$ cat config.mk
export PLATFORM = sky130hd
export DESIGN_NAME = mult_div_seq
export DESIGN_NICKNAME = d
export VERILOG_FILES = /design/src/rtl/mult_div_pkg.sv /design/src/rtl/mult_div_seq.sv
export SDC_FILE = /design/constraint.sdc
export NUM_CORES = 1
export LEC_CHECK = 0
export BUFFER_PORTS_ARGS = -buffer_cell sky130_fd_sc_hd__buf_2
export CELL_PAD_IN_SITES_DETAIL_PLACEMENT = 1
export CELL_PAD_IN_SITES_GLOBAL_PLACEMENT = 2
export CORE_UTILIZATION = 38
export DETAILED_ROUTE_END_ITERATION = 8
export PLACE_DENSITY = 0.85
export SLEW_MARGIN = 15
export SYNTH_ARGS = -nofsm -noshare
export SYNTH_HDL_FRONTEND = slang
export SYNTH_SLANG_ARGS = --single-unit
$ cat constraint.sdc
create_clock -name clk -period 5.5 [get_ports clk]
set_input_delay 1.1 -clock clk [delete_from_list [all_inputs] [get_ports clk]]
set_output_delay 1.1 -clock clk [all_outputs]
set_load 0.05 [all_outputs]
$ cat src/rtl/mult_div_pkg.sv
// Shared types and constants for the iterative signed multiply/divide sequencer.
// The optional divide-by-zero exception is controlled by the DIVZERO_EXCP_EN macro.
package mult_div_pkg;

    // Sequencer states; EXCP exists only when the exception feature is built in.
    typedef enum logic [2:0] {
        S_IDLE,
        S_ITER,
        S_FIX,
        S_DONE
`ifdef DIVZERO_EXCP_EN
        ,
        S_EXCP
`endif
    } state_t;

    // Operation select encoding for op_div.
    localparam logic OP_MULT = 1'b0;
    localparam logic OP_DIV  = 1'b1;

    // The CPU instantiates the sequencer at 32 bits.
    localparam int DEF_WIDTH    = 32;
    // Cycles from the accepting start edge to the DONE cycle.
    localparam int DONE_LATENCY = DEF_WIDTH + 2;
    // Counter width able to hold WIDTH-1.
    localparam int CNT_W        = $clog2(DEF_WIDTH);

endpackage

$ cat src/rtl/mult_div_seq.sv
// Iterative signed multiply (shift-add) / divide (restoring) sequencer.
// One iteration per cycle on operand magnitudes, then a sign-fix cycle and a
// one-cycle DONE that strobes hi_write/lo_write.
// Optional feature: DIVZERO_EXCP_EN makes a divide by zero raise div_zero
// instead of running the normal path.
module mult_div_seq
    import mult_div_pkg::*;
#(
    parameter int WIDTH = DEF_WIDTH
) (
    input  logic             clk,
    input  logic             reset,
    input  logic             start,
    input  logic             op_div,
    input  logic [WIDTH-1:0] a_in,
    input  logic [WIDTH-1:0] b_in,
    output logic             busy,
    output logic             done,
    output logic             div_zero,
    output logic [WIDTH-1:0] hi_out,
    output logic [WIDTH-1:0] lo_out,
    output logic             hi_write,
    output logic             lo_write
);

    localparam int CW = $clog2(WIDTH);

    // Two's-complement magnitude as unsigned WIDTH bits (most negative maps to itself).
    function automatic logic [WIDTH-1:0] mag(input logic [WIDTH-1:0] v);
        return v[WIDTH-1] ? -v : v;
    endfunction

    state_t           state, next_state;
    logic [WIDTH-1:0] hi_r;      // accumulator (mult) / remainder (div)
    logic [WIDTH-1:0] lo_r;      // multiplier (mult) / quotient (div)
    logic [WIDTH-1:0] opb_r;     // multiplicand (mult) / divisor (div)
    logic             op_r;
    logic             sign_a_r;
    logic             sign_b_r;
    logic             bzero_r;
    logic [CW-1:0]    cnt;

    // Iteration datapath for one cycle of either algorithm.
    logic [WIDTH:0]   mul_sum;
    logic [WIDTH:0]   div_shift;
    logic             div_ge;
    logic [WIDTH-1:0] iter_hi, iter_lo;

    // Next-cycle iteration values for the selected operation.
    always_comb begin
        mul_sum   = {1'b0, hi_r} + (lo_r[0] ? {1'b0, opb_r} : '0);
        div_shift = {hi_r, lo_r[WIDTH-1]};
        div_ge    = div_shift >= {1'b0, opb_r};
        if (op_r == OP_DIV) begin
            // When the trial subtraction succeeds the difference fits in WIDTH bits.
            iter_hi = div_ge ? (div_shift[WIDTH-1:0] - opb_r) : div_shift[WIDTH-1:0];
            iter_lo = {lo_r[WIDTH-2:0], div_ge};
        end else begin
            iter_hi = mul_sum[WIDTH:1];
            iter_lo = {mul_sum[0], lo_r[WIDTH-1:1]};
        end
    end

    // State register.
    always_ff @(posedge clk) begin
        // NOTE: sequential state is updated with non-blocking assignments so every
        // flop samples pre-edge values regardless of statement order.
        if (reset) state <= S_IDLE;
        else       state <= next_state;
    end

    // Next-state and handshake/strobe outputs.
    always_comb begin
        // NOTE: every output gets a default first so no path leaves a latch behind.
        next_state = state;
        busy       = (state != S_IDLE);
        done       = 1'b0;
        div_zero   = 1'b0;
        hi_write   = 1'b0;
        lo_write   = 1'b0;
        case (state)
            S_IDLE: begin
                if (start) begin
`ifdef DIVZERO_EXCP_EN
                    if (op_div == OP_DIV && b_in == '0) next_state = S_EXCP;
                    else                                next_state = S_ITER;
`else
                    next_state = S_ITER;
`endif
                end
            end
            S_ITER: if (cnt == '0) next_state = S_FIX;
            S_FIX:  next_state = S_DONE;
            S_DONE: begin
                done       = 1'b1;
                hi_write   = 1'b1;
                lo_write   = 1'b1;
                next_state = S_IDLE;
            end
`ifdef DIVZERO_EXCP_EN
            S_EXCP: begin
                done       = 1'b1;
                div_zero   = 1'b1;
                next_state = S_IDLE;
            end
`endif
            default: next_state = S_IDLE;
        endcase
    end

    // Operand capture, iteration, sign fix-up and result registers.
    always_ff @(posedge clk) begin
        if (reset) begin
            hi_r     <= '0;
            lo_r     <= '0;
            opb_r    <= '0;
            op_r     <= OP_MULT;
            sign_a_r <= 1'b0;
            sign_b_r <= 1'b0;
            bzero_r  <= 1'b0;
            cnt      <= '0;
            hi_out   <= '0;
            lo_out   <= '0;
        end else begin
            case (state)
                S_IDLE: begin
                    if (next_state == S_ITER) begin
                        // Both algorithms start with a zero upper half; the operand
                        // that gets shifted sits in lo_r, the other in opb_r.
                        hi_r     <= '0;
                        lo_r     <= (op_div == OP_DIV) ? mag(a_in) : mag(b_in);
                        opb_r    <= (op_div == OP_DIV) ? mag(b_in) : mag(a_in);
                        op_r     <= op_div;
                        sign_a_r <= a_in[WIDTH-1];
                        sign_b_r <= b_in[WIDTH-1];
                        bzero_r  <= (op_div == OP_DIV) && (b_in == '0);
                        cnt      <= CW'(WIDTH - 1);
                    end
                end
                S_ITER: begin
                    hi_r <= iter_hi;
                    lo_r <= iter_lo;
                    cnt  <= cnt - CW'(1);
                end
                S_FIX: begin
                    if (op_r == OP_DIV) begin
                        // Dividing by zero leaves |a| in the remainder, so the
                        // dividend-sign fix restores the raw dividend in Hi.
                        lo_out <= bzero_r ? '1 : ((sign_a_r ^ sign_b_r) ? -lo_r : lo_r);
                        hi_out <= sign_a_r ? -hi_r : hi_r;
                    end else begin
                        {hi_out, lo_out} <= (sign_a_r ^ sign_b_r) ? -{hi_r, lo_r} : {hi_r, lo_r};
                    end
                end
                default: ;
            endcase
        end
    end

endmodule

==> out/metrics.yaml, run 1 <==
status:
  status: "finished clean"
min_path:
  hp-class: "register to register"
routing:
  viasPerCell: 5.90
  drc: 0
  first_pass_iters: 7
  finalWirelength_um: 55100
  drt_iter0_drc: 1177
  antenna_left: 0
  vias: 14900
  wl_per_cell_um: 21.9
synth:
  synth_compound_area_share_pct: 28.8
  seq_area_frac_synth_pct: 23.9
  synthCells: 1948
  synth_area_mm2: 0.0144
  synth_top_family_by_area: "compound AO/OA/AOI/OAI gates"
  synth_area_leaders: "dfxtp_1 24%, a21oi_1 6.7%, ha_1 6.0%"
  synth-edff-count: 0
  netlist-cell-type-count: 86
  synth-seq-cells: 172
  synth_fa_ha_area_share_pct: 6.28
  synth-simple-area-share_pct: 20.1
  yosysWarnings: 0
  synth_area_per_cell_um2: 7.39
  synthFlopType: "dfxtp_1"
  async_reset_ff_share_pct: 0
  synthMuxAreaShare_pct: 5.11
  synth_top_area_share_pct: 23.9
  synth.largest_area_cell: "dfxtp_1"
  synth_xor_xnor_area_share_pct: 10.4
timing:
  fmax_mhz: 235
  clock_skew_ns: 0.0175
  hold_viol: 0
  setup_viol: 0
  drv_slew: 0
  layout_setup_ws_ns: 1.24
  worstMarginPinSlew_ns: 1.03
  setup_tns_ns: 0
  period_needed_ns: 4.26
  rsz0062_at_grt: "no"
  slew_headroom_pct: 31.1
  period_share_pct: 77.5
cts:
  cts.sink_count: 172
  clk_pin_slew_worst_paths_ns: 0.08
  cts_buffers: 17
  cts_htree_levels: 4
  cts.path.max_buffers: 2
  ctsResizeCount: 0
  worstSkewPairLatency_ns: 0.47
  postCtsHoldBufs: 0
  post-cts-setup-buffer-count: 0
  cts_root_buf: "clkbuf_16"
  cts_tree: "built"
floorplan:
  rows: 70
  die_area_mm2: 0.0386
  floorplan.initialDensity_pct: 38.9
  io_pins: 137
  die_w_um: 197
  core-area_mm2: 0.0370
  die_y_um: 197
global_routing:
  antenna_found_initial: 3
  grt_usage_pct: 28.5
  grt_max_degree: 76
  grt_pass1_wl_um: 85200
  first_global_vias: 14600
  grt.overflow.total: 0
critical_path:
  critical_path_required_ns: 5.84
  crit_fanout: 22
  path_cells: "ha_1, nor2b_1, o31ai_1, a2111oi_0, nand2b_1, o2111ai_1, a311o_1, nand2_2, a211oi_1, o21ai_0"
  startpoint_type: "register"
  cpPeakStageDelay_ns: 0.73
  worstSetupPathType: "register to register"
  arrival_ns: 4.60
  crit_slowest_cell: "a311o_1"
  end_kind: "register"
pwr:
  p_total_w: 0.00363
  p_leak_nw: 6.62
  ir_worst_vdd_uv: 185
  powerDensity_mw_per_mm2: 226
finish:
  final_util_pct: 43.5
  synthToLayoutAreaGrowth_pct: 11.7
  drive_above_1_share_pct: 12.0
  final_nets: 2141
  diodes: 0
  finalNonFillerCells: 2519
placement:
  port_buffers: 135
  post-dp-hpwl_um: 42500
  gp_congestion: 0.943
  dpl_worst_slack_ns: 1.32
  dpl.cell_count: 2487
flow_run:
  drv_cap: 0
[synthesized netlist by cell type, drive strengths merged, types with 19 or more instances]
| master | count |
|---|---|
| a21oi | 193 |
| xor2 | 87 |
| mux2i | 69 |
| nand2b | 19 |
| nor4 | 19 |
| inv | 61 |
| a211oi | 40 |
| nand3 | 40 |
| a31oi | 42 |
| dfxtp | 172 |
| clkbuf | 112 |
| nand4 | 20 |
| a21o | 40 |
| nor3 | 30 |
| o211ai | 28 |
| o31ai | 32 |
| o21ai | 161 |
| buf | 22 |
| nand2 | 199 |
| and3 | 19 |
| ha | 69 |
| xnor2 | 84 |
| nor2 | 186 |
[through the flow]
stage	instance area [µm²]	hold WS [ns]
final	16100	0.450
after global routing	16100	0.477
after CTS	16100	0.455
after detailed placement	15400	0.444
after global placement	15400	0.437
after floorplan	14400	0.432
[report_power, final]
part / total (W) / leakage [nW] / switching, W / internal [W]
registers: 0.00134 / 1.40 / 0.0000541 / 0.00128
clock network: 0.00130 / 0.306 / 0.000633 / 0.000672
logic: 0.000984 / 4.92 / 0.000638 / 0.000346
total: 0.00363 / 6.62 / 0.00132 / 0.00230
[area by class of cell]
type                            instances  area (µm²)
Timing Repair Buffer                  168         926
Fill cell                            4653       20900
Multi-Input combinational cell       1581       10200
Clock inverter                         14         189
Sequential cell                       172        3440
Clock buffer                           18         439
Inverter                               62         233
Tap cell                              504         631
[routing by layer]
layer	part of all wire (%)	track usage, %
met5	0	0
met4	2.4	9.16
met3	5.4	3.68
met2	45	44.7
met1	47	40.2
[final timing paths]
path	start	to	slack, ns	cells after the start
hold / removal	hi_out[22]$_SDFFE_PP0P_	hi_out[22]$_SDFFE_PP0P_	0.45	2
setup reg to reg	hi_r[0]$_SDFFE_PP0P_	hi_r[1]$_SDFFE_PP0P_	1.24	10
hold reg to reg	hi_out[22]$_SDFFE_PP0P_	hi_out[22]$_SDFFE_PP0P_	0.45	2
setup / recovery	hi_r[0]$_SDFFE_PP0P_	hi_r[1]$_SDFFE_PP0P_	1.24	10
[layout by cell type (no fill, tap or decap), types with 6 or more instances in the layout]
| cell type | instances |
|---|---|
| o21ai_1 | 23 |
| nor2b_1 | 17 |
| o41ai_1 | 14 |
| buf_4 | 34 |
| nand4_1 | 20 |
| inv_1 | 61 |
| nand2_1 | 197 |
| and3_1 | 19 |
| a311oi_1 | 8 |
| a21oi_1 | 192 |
| a211oi_1 | 40 |
| o211ai_1 | 28 |
| a31oi_1 | 42 |
| nor4_2 | 6 |
| mux2i_1 | 69 |
| o22ai_1 | 10 |
| o221ai_1 | 6 |
| nand2b_1 | 18 |
| and2_1 | 8 |
| a22oi_1 | 14 |
| dfxtp_1 | 171 |
| ha_1 | 69 |
| nor2_1 | 184 |
| buf_2 | 134 |
| xor2_1 | 87 |
| nand3_1 | 39 |
| o21ai_0 | 138 |
| clkbuf_16 | 17 |
| nor3_1 | 30 |
| o21a_1 | 10 |
| xnor2_1 | 84 |
| or4_1 | 11 |
| o21bai_1 | 10 |
| a21o_1 | 40 |
| or3_1 | 13 |
| nor4_1 | 12 |
| o31ai_1 | 30 |
[logic make-up after synthesis]
group                    after synthesis
flip-flops                           172
multiplexers                          73
adder cells (fa/ha/maj)               71
AO/OA/AOI/OAI                        658
XOR/XNOR                             171
buffers and inverters                196
AND/OR/NAND/NOR                      606
other                                  1
[sequential cells by signal, summed over array words and instances (netlist names), 3 cells and up]
name	count
cnt	5
hi_out	32
lo_out	32
state	3
hi_r	32
lo_r	32
opb_r	32
[worst max-delay path: cells and delay by family (launching register included)]
kind | cells | cell delay [ns]
AND/OR/NAND/NOR | 3 | 1.03
flip-flops | 1 | 0.60
adder cells (fa/ha/maj) | 1 | 0.32
AO/OA/AOI/OAI | 6 | 2.18
Note: power is estimated with default switching activity, not from simulation.
==> run 2, diff against run 1 <==
- CORE_UTILIZATION: 38 -> 35
- PLACE_DENSITY: 0.85 -> 0.79
- clock period: 5.5 -> 4.1 ns (I/O delays scaled with it)
==> run 2 against run 1 <==
Compared with the run above: worst setup slack worse by 0.95 ns; sequential share of layout area is 0.30 points lower; first-iteration DRC count is 23% lower; cell count is 2.1% higher; non-clock buffer count is 32 higher; sequential power is 34% higher; sequential cell count stayed put; fmax is 12% higher; utilization is 2.8 points lower; die area is 8.5% higher; critical endpoint is now hi_r[26]$_SDFFE_PP0P_; largest cell class unchanged.
==> out/metrics.yaml, run 2 (same netlist as run 1, synthesis figures left out) <==
finish:
  diodes: 0  # unchanged
  multi_input_area_mm2: 0.0102  # about the same
  fill_cells: 5042  # +8.4%
  final_cell_mix: "197 x nand2_1, 192 x a21oi_1, 185 x nor2_1, 171 x dfxtp_1, 138 x o21ai_0"
  synthToLayoutAreaGrowth_pct: 13.3
  final_common_cell: "nand2_1"
  regArea_mm2: 0.00344  # unchanged
  drive_above_1_share_pct: 13.3  # +1.3 points
  final_nets: 2173  # +1.5%
timing:
  worstMarginPinSlew_ns: 0.847  # -0.185 ns
  clock_skew_ns: 0.0128  # -0.00470 ns
  setup_viol: 0  # unchanged
  period_needed_ns: 3.81  # -0.447 ns
  slew_headroom_pct: 43.5  # +12 points
  hold_slack_ns: 0.446  # -0.00436 ns
  hold_viol: 0  # unchanged
  drv_slew: 0  # unchanged
  fmax_mhz: 262  # +12%
  setup_tns_ns: 0  # unchanged
  rsz0062_at_grt: "no"
  period_share_pct: 93.0  # +16 points
critical_path:
  startpoint_type: "register"
  end_kind: "register"
  critical_path_required_ns: 4.47  # -1.37 ns
  arrival_ns: 4.18  # -0.42 ns
  crit_fanout: 8  # -64%
  worstSetupPathType: "register to register"
cts:
  clk_pin_slew_worst_paths_ns: 0.07  # about the same
  cts_tree: "built"
  worstSkewPairLatency_ns: 0.46  # about the same
  postCtsHoldBufs: 0  # unchanged
  cts_htree_levels: 4  # unchanged
  cts_root_buf: "clkbuf_16"
  cts_buffers: 17  # unchanged
  cts.sink_count: 172  # unchanged
  post-cts-setup-buffer-count: 0  # unchanged
  ctsResizeCount: 0  # unchanged
  cts.path.max_buffers: 2  # unchanged
placement:
  gp_congestion: 0.942  # -0.13%
  post-dp-hpwl_um: 45500  # +7.0%
  port_buffers: 135  # unchanged
floorplan:
  die_area_mm2: 0.0419  # +8.5%
  die_w_um: 205  # +4.2%
  core-area_mm2: 0.0401  # +8.5%
  io_pins: 137  # unchanged
  die_y_um: 205  # +4.2%
  rows: 73  # +4.3%
  floorplan.initialDensity_pct: 35.9  # -3.0 points
routing:
  viasPerCell: 5.82  # -1.3%
  first_pass_iters: 5  # -2
  antenna_left: 0  # unchanged
  drt_iter0_drc: 904  # -23%
  vias: 15000  # +0.73%
  wl_per_cell_um: 22.4  # +2.3%
  drc: 0  # unchanged
  finalWirelength_um: 57500  # +4.5%
global_routing:
  first_global_vias: 14500  # -0.71%
  grt.overflow.total: 0  # unchanged
  grt_max_degree: 74  # -2.6%
  antenna_found_initial: 1  # -2
  grt_pass1_wl_um: 88300  # +3.7%
  grt_usage_pct: 27.4  # -1.0 points
min_path:
  hp-class: "register to register"
pwr:
  p_total_w: 0.00485  # +34%
  powerDensity_mw_per_mm2: 298  # +32%
  p_leak_nw: 6.76  # +2.1%
  ir_worst_vdd_uv: 212  # +15%
flow_run:
  drv_cap: 0  # unchanged
status:
  status: "finished clean"
==> run 2: stage by stage <==
stage / std cells / area [µm²] / worst slack, ns / util [%]
after global placement: 2540 / 15700 / 0.454 / 39.2
after detailed placement: 2540 / 15700 / 0.378 / 39.2
final: 2572 / 16300 / 0.287 / 40.7
after CTS: 2572 / 16300 / 0.364 / 40.7
after floorplan: 1949 / 14400 / 0.772 / -
after global routing: 2572 / 16300 / 0.0367 / 40.7
==> run 2: final timing paths <==
path,start,to,slack [ns],depth (start not counted)
max reg2reg,lo_r[0]$_SDFFE_PP0P_,hi_r[26]$_SDFFE_PP0P_,0.29,12
min,hi_out[2]$_SDFFE_PP0P_,hi_out[2]$_SDFFE_PP0P_,0.45,2
max,lo_r[0]$_SDFFE_PP0P_,hi_r[26]$_SDFFE_PP0P_,0.29,12
min reg2reg,hi_out[2]$_SDFFE_PP0P_,hi_out[2]$_SDFFE_PP0P_,0.45,2
==> run 2: where the power goes <==
group,internal (W),switching (W),total [W]
Clock,0.000862,0.000798,0.00166
Combinational,0.000489,0.000905,0.00139
Sequential,0.00172,0.0000724,0.00180
Total,0.00307,0.00178,0.00485
==> run 2: routing by layer <==
| layer | wire, µm | GRT usage (%) | vias up |
|---|---|---|---|
| met1 | 28300 | 40.0 | 7316 |
| met2 | 25300 | 42.0 | 371 |
| met5 | 11 | 0 | - |
| met3 | 2700 | 3.12 | 48 |
| met4 | 1230 | 7.65 | 2 |
| li1 | - | - | 7241 |
==> run 2: layout make-up <==
type / instances / share of cell area (%)
multi-input cells: 1581 / 62.6
flip-flops and latches: 172 / 21.1
repair buffers: 200 / 7.23
well taps: 525 / 4.03
clock buffers: 18 / 2.63
inverters: 62 / 1.43
clock inverters: 14 / 0.936
==> run 2: worst max-delay path: stages, from the launching register on <==
cell and delay (ns):
dfxtp_1 0.34, inv_1 0.22, nor2_1 0.08, ha_1 0.35
a2111oi_0 0.62, a211oi_1 0.10, o41ai_1 0.13, a211oi_1 0.23
o31ai_1 0.52, o21ai_1 0.26, a21boi_0 0.26, mux2_2 0.38
o31ai_1 0.22
